<file path="src/rtl/mem_pkg.sv">
// ============================================================================
// Module  : mem_pkg
// Brief   : Shared types and op-decode helpers for the mem_access_unit slice.
// Revision: 1.0
// ============================================================================
`default_nettype none

package mem_pkg;

  typedef enum logic [3:0] {
    OP_NONE = 4'd0,
    OP_LB   = 4'd1,
    OP_LH   = 4'd2,
    OP_LW   = 4'd3,
    OP_LBU  = 4'd4,
    OP_LHU  = 4'd5,
    OP_SB   = 4'd6,
    OP_SH   = 4'd7,
    OP_SW   = 4'd8
  } mem_op_e;

  typedef enum logic [1:0] {
    ST_IDLE   = 2'd0,
    ST_ACCESS = 2'd1,
    ST_DONE   = 2'd2
  } state_e;

  typedef enum logic [1:0] {
    SZ_BYTE = 2'd0,
    SZ_HALF = 2'd1,
    SZ_WORD = 2'd2
  } size_e;

  // Undefined encodings collapse to NONE so they behave as a pass-through.
  function automatic mem_op_e op_sanitize(input logic [3:0] op);
    if (op > 4'd8) return OP_NONE;
    return mem_op_e'(op);
  endfunction

  function automatic logic is_load(input mem_op_e op);
    return (op == OP_LB) || (op == OP_LH) || (op == OP_LW) ||
           (op == OP_LBU) || (op == OP_LHU);
  endfunction

  function automatic logic is_store(input mem_op_e op);
    return (op == OP_SB) || (op == OP_SH) || (op == OP_SW);
  endfunction

  function automatic size_e op_size(input mem_op_e op);
    case (op)
      OP_LB, OP_LBU, OP_SB: return SZ_BYTE;
      OP_LH, OP_LHU, OP_SH: return SZ_HALF;
      default:              return SZ_WORD;
    endcase
  endfunction

  function automatic logic is_unsigned(input mem_op_e op);
    return (op == OP_LBU) || (op == OP_LHU);
  endfunction

endpackage

`default_nettype wire

</file>
<file path="src/rtl/mem_access_unit_load_align.sv">
// ============================================================================
// Module  : load_align
// Brief   : Selects the addressed byte/half of a read word and extends it.
// Revision: 1.0
// ============================================================================
`default_nettype none

module load_align
  import mem_pkg::*;
(
  input  logic [31:0] rdata_i,
  input  logic [1:0]  off_i,
  input  mem_op_e     op_i,
  output logic [31:0] data_o
);

  logic [7:0]  w_byte;
  logic [15:0] w_half;
  logic        w_uns;

  assign w_byte = 8'(rdata_i >> {off_i, 3'b000});
  assign w_half = off_i[1] ? rdata_i[31:16] : rdata_i[15:0];
  assign w_uns  = is_unsigned(op_i);

  always_comb begin
    data_o = rdata_i;
    case (op_size(op_i))
      SZ_BYTE: data_o = w_uns ? {24'd0, w_byte} : {{24{w_byte[7]}}, w_byte};
      SZ_HALF: data_o = w_uns ? {16'd0, w_half} : {{16{w_half[15]}}, w_half};
      default: data_o = rdata_i;
    endcase
  end

endmodule

`default_nettype wire

</file>
<file path="src/rtl/mem_access_unit.sv">
// ============================================================================
// Module  : mem_access_unit
// Brief   : EX/MEM stage: valid/ready data-memory access with timeout and
//           aligned writeback. Optional macro MISALIGN_TRAP_EN traps misaligned
//           ops instead of masking the low address bits.
// Revision: 1.0
// ============================================================================
`default_nettype none

module mem_access_unit
  import mem_pkg::*;
#(
  parameter int unsigned TIMEOUT_CYCLES = 64,
  parameter int unsigned CNT_W          = 8
) (
  input  logic        clk,
  input  logic        rst,
  input  logic        tick_exmem,
  input  logic [31:0] alu_result_in,
  input  logic [31:0] store_data_in,
  input  logic [3:0]  mem_op_in,
  input  logic [4:0]  rd_in,
  output logic        mem_req,
  output logic        mem_we,
  output logic [31:0] mem_addr,
  output logic [31:0] mem_wdata,
  output logic [3:0]  mem_wstrb,
  input  logic        mem_ready,
  input  logic [31:0] mem_rdata,
  output logic [31:0] wb_data,
  output logic [4:0]  wb_rd,
  output logic        wb_valid,
  output logic        busy,
  output logic        bus_error
);

  localparam logic [CNT_W-1:0] C_CNT_LAST = CNT_W'(TIMEOUT_CYCLES - 1);

  state_e            state_q, state_d;
  mem_op_e           op_q, op_d;
  logic [1:0]        off_q, off_d;
  logic [4:0]        rd_q, rd_d;
  logic [CNT_W-1:0]  cnt_q, cnt_d;

  logic        req_q, req_d, we_q, we_d, valid_q, valid_d;
  logic        busy_q, busy_d, err_q, err_d;
  logic [31:0] addr_q, addr_d, wdata_q, wdata_d, wbd_q, wbd_d;
  logic [3:0]  wstrb_q, wstrb_d;
  logic [4:0]  wbrd_q, wbrd_d;

  mem_op_e     w_op;
  size_e       w_size;
  logic        w_is_mem, w_misalign;
  logic [31:0] w_eff_addr, w_load_val;
  logic [1:0]  w_off;

  assign w_op       = op_sanitize(mem_op_in);
  assign w_size     = op_size(w_op);
  assign w_is_mem   = (w_op != OP_NONE);
  assign w_misalign = w_is_mem &&
                      (((w_size == SZ_HALF) && alu_result_in[0]) ||
                       ((w_size == SZ_WORD) && (alu_result_in[1:0] != 2'b00)));

`ifdef MISALIGN_TRAP_EN
  assign w_eff_addr = alu_result_in;
`else
  always_comb begin
    w_eff_addr = alu_result_in;
    if (w_size == SZ_HALF) w_eff_addr[0]   = 1'b0;
    if (w_size == SZ_WORD) w_eff_addr[1:0] = 2'b00;
  end
`endif

  assign w_off = w_eff_addr[1:0];

  load_align u_load_align (
    .rdata_i (mem_rdata),
    .off_i   (off_q),
    .op_i    (op_q),
    .data_o  (w_load_val)
  );

  always_ff @(posedge clk) begin
    if (!rst) state_q <= ST_IDLE;
    else      state_q <= state_d;
  end

  always_comb begin
    state_d = state_q;
    op_d    = op_q;
    off_d   = off_q;
    rd_d    = rd_q;
    cnt_d   = cnt_q;
    we_d    = we_q;
    addr_d  = addr_q;
    wdata_d = wdata_q;
    wstrb_d = wstrb_q;
    wbd_d   = 32'd0;
    wbrd_d  = 5'd0;
    err_d   = 1'b0;

    case (state_q)
      ST_IDLE: begin
        cnt_d = '0;
        if (tick_exmem) begin
          op_d    = w_op;
          off_d   = w_off;
          rd_d    = rd_in;
          we_d    = is_store(w_op);
          addr_d  = {w_eff_addr[31:2], 2'b00};
          wdata_d = 32'd0;
          wstrb_d = 4'd0;
          if (is_store(w_op)) begin
            case (w_size)
              SZ_BYTE: begin
                wstrb_d = 4'b0001 << w_off;
                wdata_d = {4{store_data_in[7:0]}};
              end
              SZ_HALF: begin
                wstrb_d = 4'b0011 << {w_off[1], 1'b0};
                wdata_d = {2{store_data_in[15:0]}};
              end
              default: begin
                wstrb_d = 4'hF;
                wdata_d = store_data_in;
              end
            endcase
          end
          if (!w_is_mem) begin
            state_d = ST_DONE;
            wbd_d   = alu_result_in;
            wbrd_d  = rd_in;
          end
`ifdef MISALIGN_TRAP_EN
          else if (w_misalign) begin
            state_d = ST_DONE;
            err_d   = 1'b1;
            wbd_d   = alu_result_in;
          end
`endif
          else begin
            state_d = ST_ACCESS;
          end
        end
      end
      ST_ACCESS: begin
        cnt_d = cnt_q + 1'b1;
        // Ready takes priority over a timeout landing in the same cycle.
        if (mem_ready) begin
          state_d = ST_DONE;
          if (is_load(op_q)) begin
            wbd_d  = w_load_val;
            wbrd_d = rd_q;
          end
        end else if (cnt_q == C_CNT_LAST) begin
          state_d = ST_DONE;
          err_d   = 1'b1;
        end
      end
      ST_DONE: begin
        cnt_d   = '0;
        state_d = ST_IDLE;
      end
      default: begin
        cnt_d   = '0;
        state_d = ST_IDLE;
      end
    endcase

    req_d   = (state_d == ST_ACCESS);
    valid_d = (state_d == ST_DONE);
    busy_d  = (state_d != ST_IDLE);
  end

  always_ff @(posedge clk) begin
    if (!rst) begin
      op_q    <= OP_NONE;
      off_q   <= 2'd0;
      rd_q    <= 5'd0;
      cnt_q   <= '0;
      req_q   <= 1'b0;
      we_q    <= 1'b0;
      addr_q  <= 32'd0;
      wdata_q <= 32'd0;
      wstrb_q <= 4'd0;
      wbd_q   <= 32'd0;
      wbrd_q  <= 5'd0;
      valid_q <= 1'b0;
      busy_q  <= 1'b0;
      err_q   <= 1'b0;
    end else begin
      op_q    <= op_d;
      off_q   <= off_d;
      rd_q    <= rd_d;
      cnt_q   <= cnt_d;
      req_q   <= req_d;
      we_q    <= we_d;
      addr_q  <= addr_d;
      wdata_q <= wdata_d;
      wstrb_q <= wstrb_d;
      wbd_q   <= wbd_d;
      wbrd_q  <= wbrd_d;
      valid_q <= valid_d;
      busy_q  <= busy_d;
      err_q   <= err_d;
    end
  end

  assign mem_req   = req_q;
  assign mem_we    = we_q;
  assign mem_addr  = addr_q;
  assign mem_wdata = wdata_q;
  assign mem_wstrb = wstrb_q;
  assign wb_data   = wbd_q;
  assign wb_rd     = wbrd_q;
  assign wb_valid  = valid_q;
  assign busy      = busy_q;
  assign bus_error = err_q;

endmodule

`default_nettype wire

</file>
<file path="config.mk">
export PLATFORM = sky130hd
export DESIGN_NAME = mem_access_unit
export DESIGN_NICKNAME = d
export VERILOG_FILES = /design/src/rtl/mem_pkg.sv /design/src/rtl/mem_access_unit_load_align.sv /design/src/rtl/mem_access_unit.sv
export SDC_FILE = /design/constraint.sdc
export NUM_CORES = 1
export LEC_CHECK = 0
export BUFFER_PORTS_ARGS = -buffer_cell sky130_fd_sc_hd__buf_2
export CAP_MARGIN = 15
export CORE_AREA = 2 2 119 109
export DETAILED_ROUTE_END_ITERATION = 10
export DIE_AREA = 0 0 121 111
export GPL_TIMING_DRIVEN = 0
export PLACE_DENSITY = 0.75
export SYNTH_ARGS = -nofsm -noshare
export SYNTH_HDL_FRONTEND = slang
export SYNTH_SLANG_ARGS = --single-unit
export TNS_END_PERCENT = 20
</file>
<file path="constraint.sdc">
create_clock -name clk -period 2.02 [get_ports clk]
set_input_delay 0.404 -clock clk [delete_from_list [all_inputs] [get_ports clk]]
set_output_delay 0.404 -clock clk [all_outputs]
set_load 0.005 [all_outputs]
</file>
==> metrics.txt, run 1 <==
status finished, final reports clean; Clock Path Buffers 2; Placer Congestion 0.8749; Cell Pwr Density between 800 and 900 nW/um^2; Via density about 5.5; vias post-DR about 5,900; gr ovfl total 0; met3 WL 1540 um; TritonCTS clock tree done; Crit-path slowest cell mux4_2; fin nets approximately 1,000; synthesized flop and latch total 129; drt first pass iters 5; Final Cycle Share roughly 94%; Worst setup EP type flip-flop; Ports 219; remaining antenna violation count 0; RSZ-0062 raised after global routing true; Design Power 6.451 mW; Hold Path Class primary input to flip-flop; clock slew seen by the registers of the worst setup and hold paths around 0.06 ns; TritonCTS buffer count 17; final std cells w/o fill about 1,100; maxcap violations 0; final setup violating endpoints 0; Synth Warn # 0; Tot GR Track Use 27.26%; DIE AREA 13,430 sq um; initial drt markers about 450; largest net degree at the start of global routing 17; Pleak between 3 and 4 nW; Routed WL per cell 17.21 um; Mean Syn Cell Area about 9 sq um; Max transition margin 48.38%; hold_buf cts 0; VDD IR max 0.5691 mV; Crit Path Class flip-flop to flip-flop; slowest stage delay, CP approximately 0.55 ns; global-route wire length before repair ~29,000 um; crit path max fanout 7; Worst EP required around 2.3 ns; site row count 39; Clk Latency, worst-skew pair ~0.42 ns; HPWL after DPL between 10,000 and 15,000 um; Top delay family on crit path multiplexers; Port Buffer Count roughly 220; top_reg_cell synth dfxtp_1; Yosys cell types 68; fmax 523.9 MHz; crit path buf inv count 1; Post-synth EDFFs 0; sequential share of the synthesized area around 44%; Post-Syn Area slightly below 6000 sq um; Final Skew 0.01169 ns; met2 wire length roughly 8200 um; Root Driver clkbuf_16; Critical Path AT 2.22 ns; Antenna Cells 0; final wirelength 18,330 um; Die W between 100 and 150 um; initial antenna violation count 0; DR top layer met4; CTS H-tree lvls 4; DRC 0; Setup WS pre-CTS -0.1301 ns; asr flop ratio synth 0%; Inst Count DP between 1,000 and 1,500; core area 12,350 sq um; CTS Sinks about 130; slew of the pin with the lowest slew margin about 0.77 ns; layout cell share with drive strength beyond 1 between 30 and 40%; Die Y ~110 um; vias in the first global route around 5,500; post-synthesis cell count 654; fin. max-slew vios 0; crit path launch type flip-flop; area grow syn2layout 32.46%; Initial Utilization around 47%; WL met1 a little over 8000 um; final hold vios 0; fin crit period 1.909 ns; critical path, cell by cell buf_2 -> mux4_2 -> nor3_1 -> nor3b_4 -> a32o_2; fin worst setup slack 0.1112 ns
cells by family after synthesis:
family,synth area share (%)
and+or+nand+nor,20.86
adders and majority gates,0.2140
buffers and inverters,4.515
other,0.06414
muxes,3.531
xor gates and xnor gates,1.049
DFF,44.17
AOI/OAI and AO/OA,25.59
final cells by class:
type                       instances  area (sq um)
fill                            1093          4601
multi-input combinational        467          3047
sequential                       129          2582
timing repair buffer             216          1084
clock buffer                      25         505.5
buffer                            51         239.0
tap                              164         205.2
clock inverter                     5         52.55
inverter                           8         30.03
repair_timing:
action                                  4_1_cts  5_1_grt
setup buffers                                 0        1
gates resized for setup                       3       16
endpoints found under the setup margin       16       55
pin swaps                                     0        1
registers in the layout, summed over array words and instances, names as in the netlist, 4 cells and up:
| register | flops |
|---|---|
| mem_wdata | 32 |
| mem_wstrb | 4 |
| mem_addr | 30 |
| wb_data | 32 |
| rd_q | 5 |
| wb_rd | 5 |
| op_q | 4 |
| cnt_q | 8 |
power breakdown:
part	internal [mW]	leakage [nW]	switching (mW)
combinational	0.346	2.12	0.508
clock	1.83	0.275	1.06
sequential	2.65	1.05	0.0508
total	4.83	3.44	1.62
layout by cell type (no fill, tap or decap), drive strengths merged, types with 7 or more instances in the layout:
master    n
a21boi   49
a21oi    13
a32o     24
buf     235
clkbuf   57
dfxtp   129
inv       8
mux2i    15
nand2   116
nand2b   29
nand3    17
nand3b    9
nor2     38
nor2b     8
o211a    10
o211ai   11
o21ai    18
o221ai    8
o22ai     8
o311ai    7
o31ai    18
final timing paths:
check / from / end / slack [ns] / depth (start not counted)
min reg2reg: mem_wdata[20]$_SDFFE_PN0P_ / mem_wdata[20]$_SDFFE_PN0P_ / 0.45 / 2
max reg2reg: off_q[1]$_SDFFE_PN0P_ / wb_data[14]$_SDFF_PN0_ / 0.11 / 5
max: off_q[1]$_SDFFE_PN0P_ / wb_data[14]$_SDFF_PN0_ / 0.11 / 5
min: alu_result_in[3] / wb_data[3]$_SDFF_PN0_ / 0.20 / 2
per-layer routing:
| layer | vias to the layer above | track usage (%) |
|---|---|---|
| li1 | 2824 | - |
| met1 | 2713 | 35.25 |
| met2 | 275 | 42.10 |
| met3 | 43 | 8.282 |
| met4 | 0 | 11.47 |
| met5 | - | 0 |
stage by stage:
stage / area (sq um) / util, % / hold slack, ns / TNS [ns]
after floorplan: 5851 / - / 0.4260 / 0
after CTS: 7709 / 62.44 / 0.1820 / 0
after global placement: 7132 / 57.77 / 0.4300 / -1.922
after detailed placement: 7132 / 57.77 / 0.4367 / -2.105
after global routing: 7745 / 62.73 / 0.1959 / -0.2608
final: 7745 / 62.73 / 0.2028 / 0
Yosys cell counts, drive strengths merged, types with 8 or more instances:
| library cell | number | area (sq um) |
|---|---|---|
| dfxtp | 129 | 2582 |
| nand2 | 116 | 435.4 |
| a21boi | 49 | 367.9 |
| nor2 | 38 | 142.6 |
| clkbuf | 32 | 120.1 |
| nand2b | 29 | 181.4 |
| a32o | 24 | 245.2 |
| buf | 19 | 113.9 |
| o21ai | 18 | 93.84 |
| o31ai | 18 | 140.1 |
| nand3 | 17 | 90.09 |
| mux2i | 15 | 150.1 |
| a21oi | 13 | 91.34 |
| o211ai | 11 | 82.58 |
| o211a | 10 | 100.1 |
| nand3b | 9 | 67.56 |
| inv | 8 | 30.03 |
| nor2b | 8 | 50.05 |
| o221ai | 8 | 70.07 |
| o22ai | 8 | 50.05 |
(Power assumes the default switching activity.)
==> run 2, diff against run 1 <==
--- a/config.mk
+++ b/config.mk
@@ -12,6 +12,7 @@
 export DIE_AREA = 0 0 121 111
 export GPL_TIMING_DRIVEN = 0
 export PLACE_DENSITY = 0.75
+export SLEW_MARGIN = 20
 export SYNTH_ARGS = -nofsm -noshare
 export SYNTH_HDL_FRONTEND = slang
 export SYNTH_SLANG_ARGS = --single-unit
==> constraint.sdc (replaced) <==
create_clock -name clk -period 1.82 [get_ports clk]
set_input_delay 0.364 -clock clk [delete_from_list [all_inputs] [get_ports clk]]
set_output_delay 0.364 -clock clk [all_outputs]
set_load 0.005 [all_outputs]
==> metrics.txt, run 2 (synthesized netlist as in run 1, its figures left out) <==
status finished, final reports clean; DP Area 7132 sq um (unchanged); flop2flop setup slack 0.01 ns (-0.10 ns); Max transition margin 53.66% (+5.3 points); final hold vios 0 (unchanged); Antenna Cells 0 (unchanged); largest net degree at the start of global routing 17 (unchanged); FILL cells 1,079 (-1.3%); fin worst setup slack 0.009890 ns (-0.1013 ns); maxcap violations 0 (unchanged); Worst EP required 2.13 ns (-0.20 ns); layout cell share with drive strength beyond 1 35.79% (+2.8 points); slowest stage delay, CP 0.51 ns (-0.04 ns); fin. max-slew vios 0 (unchanged); GRT met3 Usage 8.179% (-0.10 points); Clock Path Buffers 2 (unchanged); vias post-DR 5,930 (+1.3%); DRC 0 (unchanged); VDD IR max 0.6367 mV (+12%); final setup violating endpoints 0 (unchanged); Cell Pwr Density 908.0 nW/um^2 (+9.0%); Final Cell Area 7936 sq um (+2.5%); crit path launch type flip-flop; Crit Path Class flip-flop to flip-flop; Via density 5.532 (+0.62%); hold_buf cts 0 (unchanged); Placer Congestion 0.8749 (unchanged); Final Skew 0.009507 ns (-0.002182 ns); gr ovfl total 0 (unchanged); commonest non-fill, non-tap cell in the layout buf_2; Initial Utilization 47.36% (unchanged); Inst Count DP 1,034 (unchanged); global-route track usage on met1 35.73% (+0.49 points); initial drt markers 472 (+4.7%); Critical Path AT 2.12 ns (-0.10 ns); RSZ-0062 raised after global routing true; Die Y 111 um (unchanged); Setup WS pre-CTS -0.2901 ns (-0.1600 ns); final std cells w/o fill 1,072 (+0.66%); TritonCTS buffer count 17 (unchanged); initial antenna violation count 0 (unchanged); Worst setup EP type flip-flop; Hold Path Class primary input to flip-flop; crit path max fanout 9 (+2); fin nets 1,007 (+0.70%); slew of the pin with the lowest slew margin 0.6921 ns (-0.07624 ns); Root Driver clkbuf_16; M2 GR Usage 42.28% (+0.19 points); core area 12,350 sq um (unchanged); Clk Latency, worst-skew pair 0.42 ns (about the same); clock slew seen by the registers of the worst setup and hold paths 0.05 ns (about the same); Die W 121 um (unchanged); global-route wire length before repair 28,680 um (+0.56%); area grow syn2layout 35.74%; drt first pass iters 5 (unchanged); fmax 552.5 MHz (+5.5%); HPWL after DPL 13,680 um (unchanged); Fin Setup TNS 0 ns (unchanged); busiest grt layer met2; fin crit period 1.810 ns (-0.09873 ns); Port Buffer Count 215 (unchanged); Ports 219 (unchanged); remaining antenna violation count 0 (unchanged); Tot GR Track Use 27.44% (+0.18 points); vias in the first global route 5,517 (+0.33%); most frequent cells in the layout buf_2, dfxtp_1, nand2_1, a21boi_0, nor2_1; DIE AREA 13,430 sq um (unchanged); Pleak 3.523 nW (+2.4%); Design Power 7.206 mW (+12%); TritonCTS clock tree done; Final Cycle Share 99.46% (+5.0 points); CTS H-tree lvls 4 (unchanged); site row count 39 (unchanged); Crit-path slowest cell or3b_1; critical path, cell by cell or3b_1 -> a21oi_4 -> or2b_1 -> a32o_1; final wirelength 18,560 um (+1.3%); Routed WL per cell 17.32 um (+0.62%); CTS Sinks 129 (unchanged)
run 2: cell count changes in the layout (fill, tap and decap cells not counted), sizes merged:
cell,change
clkbuf,-5
buf,+12
run 2: final timing paths:
path                            cells past startpoint                         end                        from
worst max-delay path                                4      wb_data[10]$_SDFF_PN0_        op_q[0]$_SDFFE_PN0P_
worst min-delay path                                2       wb_data[3]$_SDFF_PN0_            alu_result_in[3]
worst max register to register                      4      wb_data[10]$_SDFF_PN0_        op_q[0]$_SDFFE_PN0P_
worst min register to register                      2  mem_wdata[23]$_SDFFE_PN0P_  mem_wdata[23]$_SDFFE_PN0P_
run 2: metrics by stage:
stage	utilization (%)	hold WS, ns
after global placement	57.77	0.4300
after detailed placement	57.77	0.4367
after CTS	63.04	0.1488
after global routing	64.29	0.1559
final	64.29	0.1659
after floorplan	-	0.4260
run 2: metal layers:
| metal | vias up | wire length, um |
|---|---|---|
| met2 | 299 | 8400 |
| li1 | 2833 | - |
| met5 | - | 0 |
| met1 | 2750 | 8014 |
| met3 | 48 | 1625 |
| met4 | 0 | 522 |
run 2: worst max-delay path, delay by kind of cell, from the launching register on:
kind | cells | cell delay (ns)
compound gates | 2 | 0.53
simple gates | 2 | 0.77
flops | 1 | 0.39
run 2: cell type report:
class / instances / area, sq um / share of cell area (%)
clock buffers: 25 / 505.5 / 6.369
flip-flops and latches: 129 / 2585 / 32.57
plain buffers: 49 / 267.8 / 3.374
repair buffers: 225 / 1159 / 14.60
well taps: 164 / 205.2 / 2.586
clock inverters: 5 / 52.55 / 0.6621
inverters: 8 / 30.03 / 0.3784
multi-input cells: 467 / 3132 / 39.46
run 2: power by group:
part           switching (mW)  leakage, nW  internal (mW)
logic                   0.579         2.20          0.413
registers              0.0579         1.05           2.94
clock network            1.18        0.275           2.03
run 2: what timing repair did:
item                                   in CTS  in global routing
cloned                                      0                  1
endpoints found under the hold margin       0                  0
setup endpoints to repair                  80                 95
resized for setup                          28                 39
setup buffers                               0                  9
pin swaps                                   0                  5
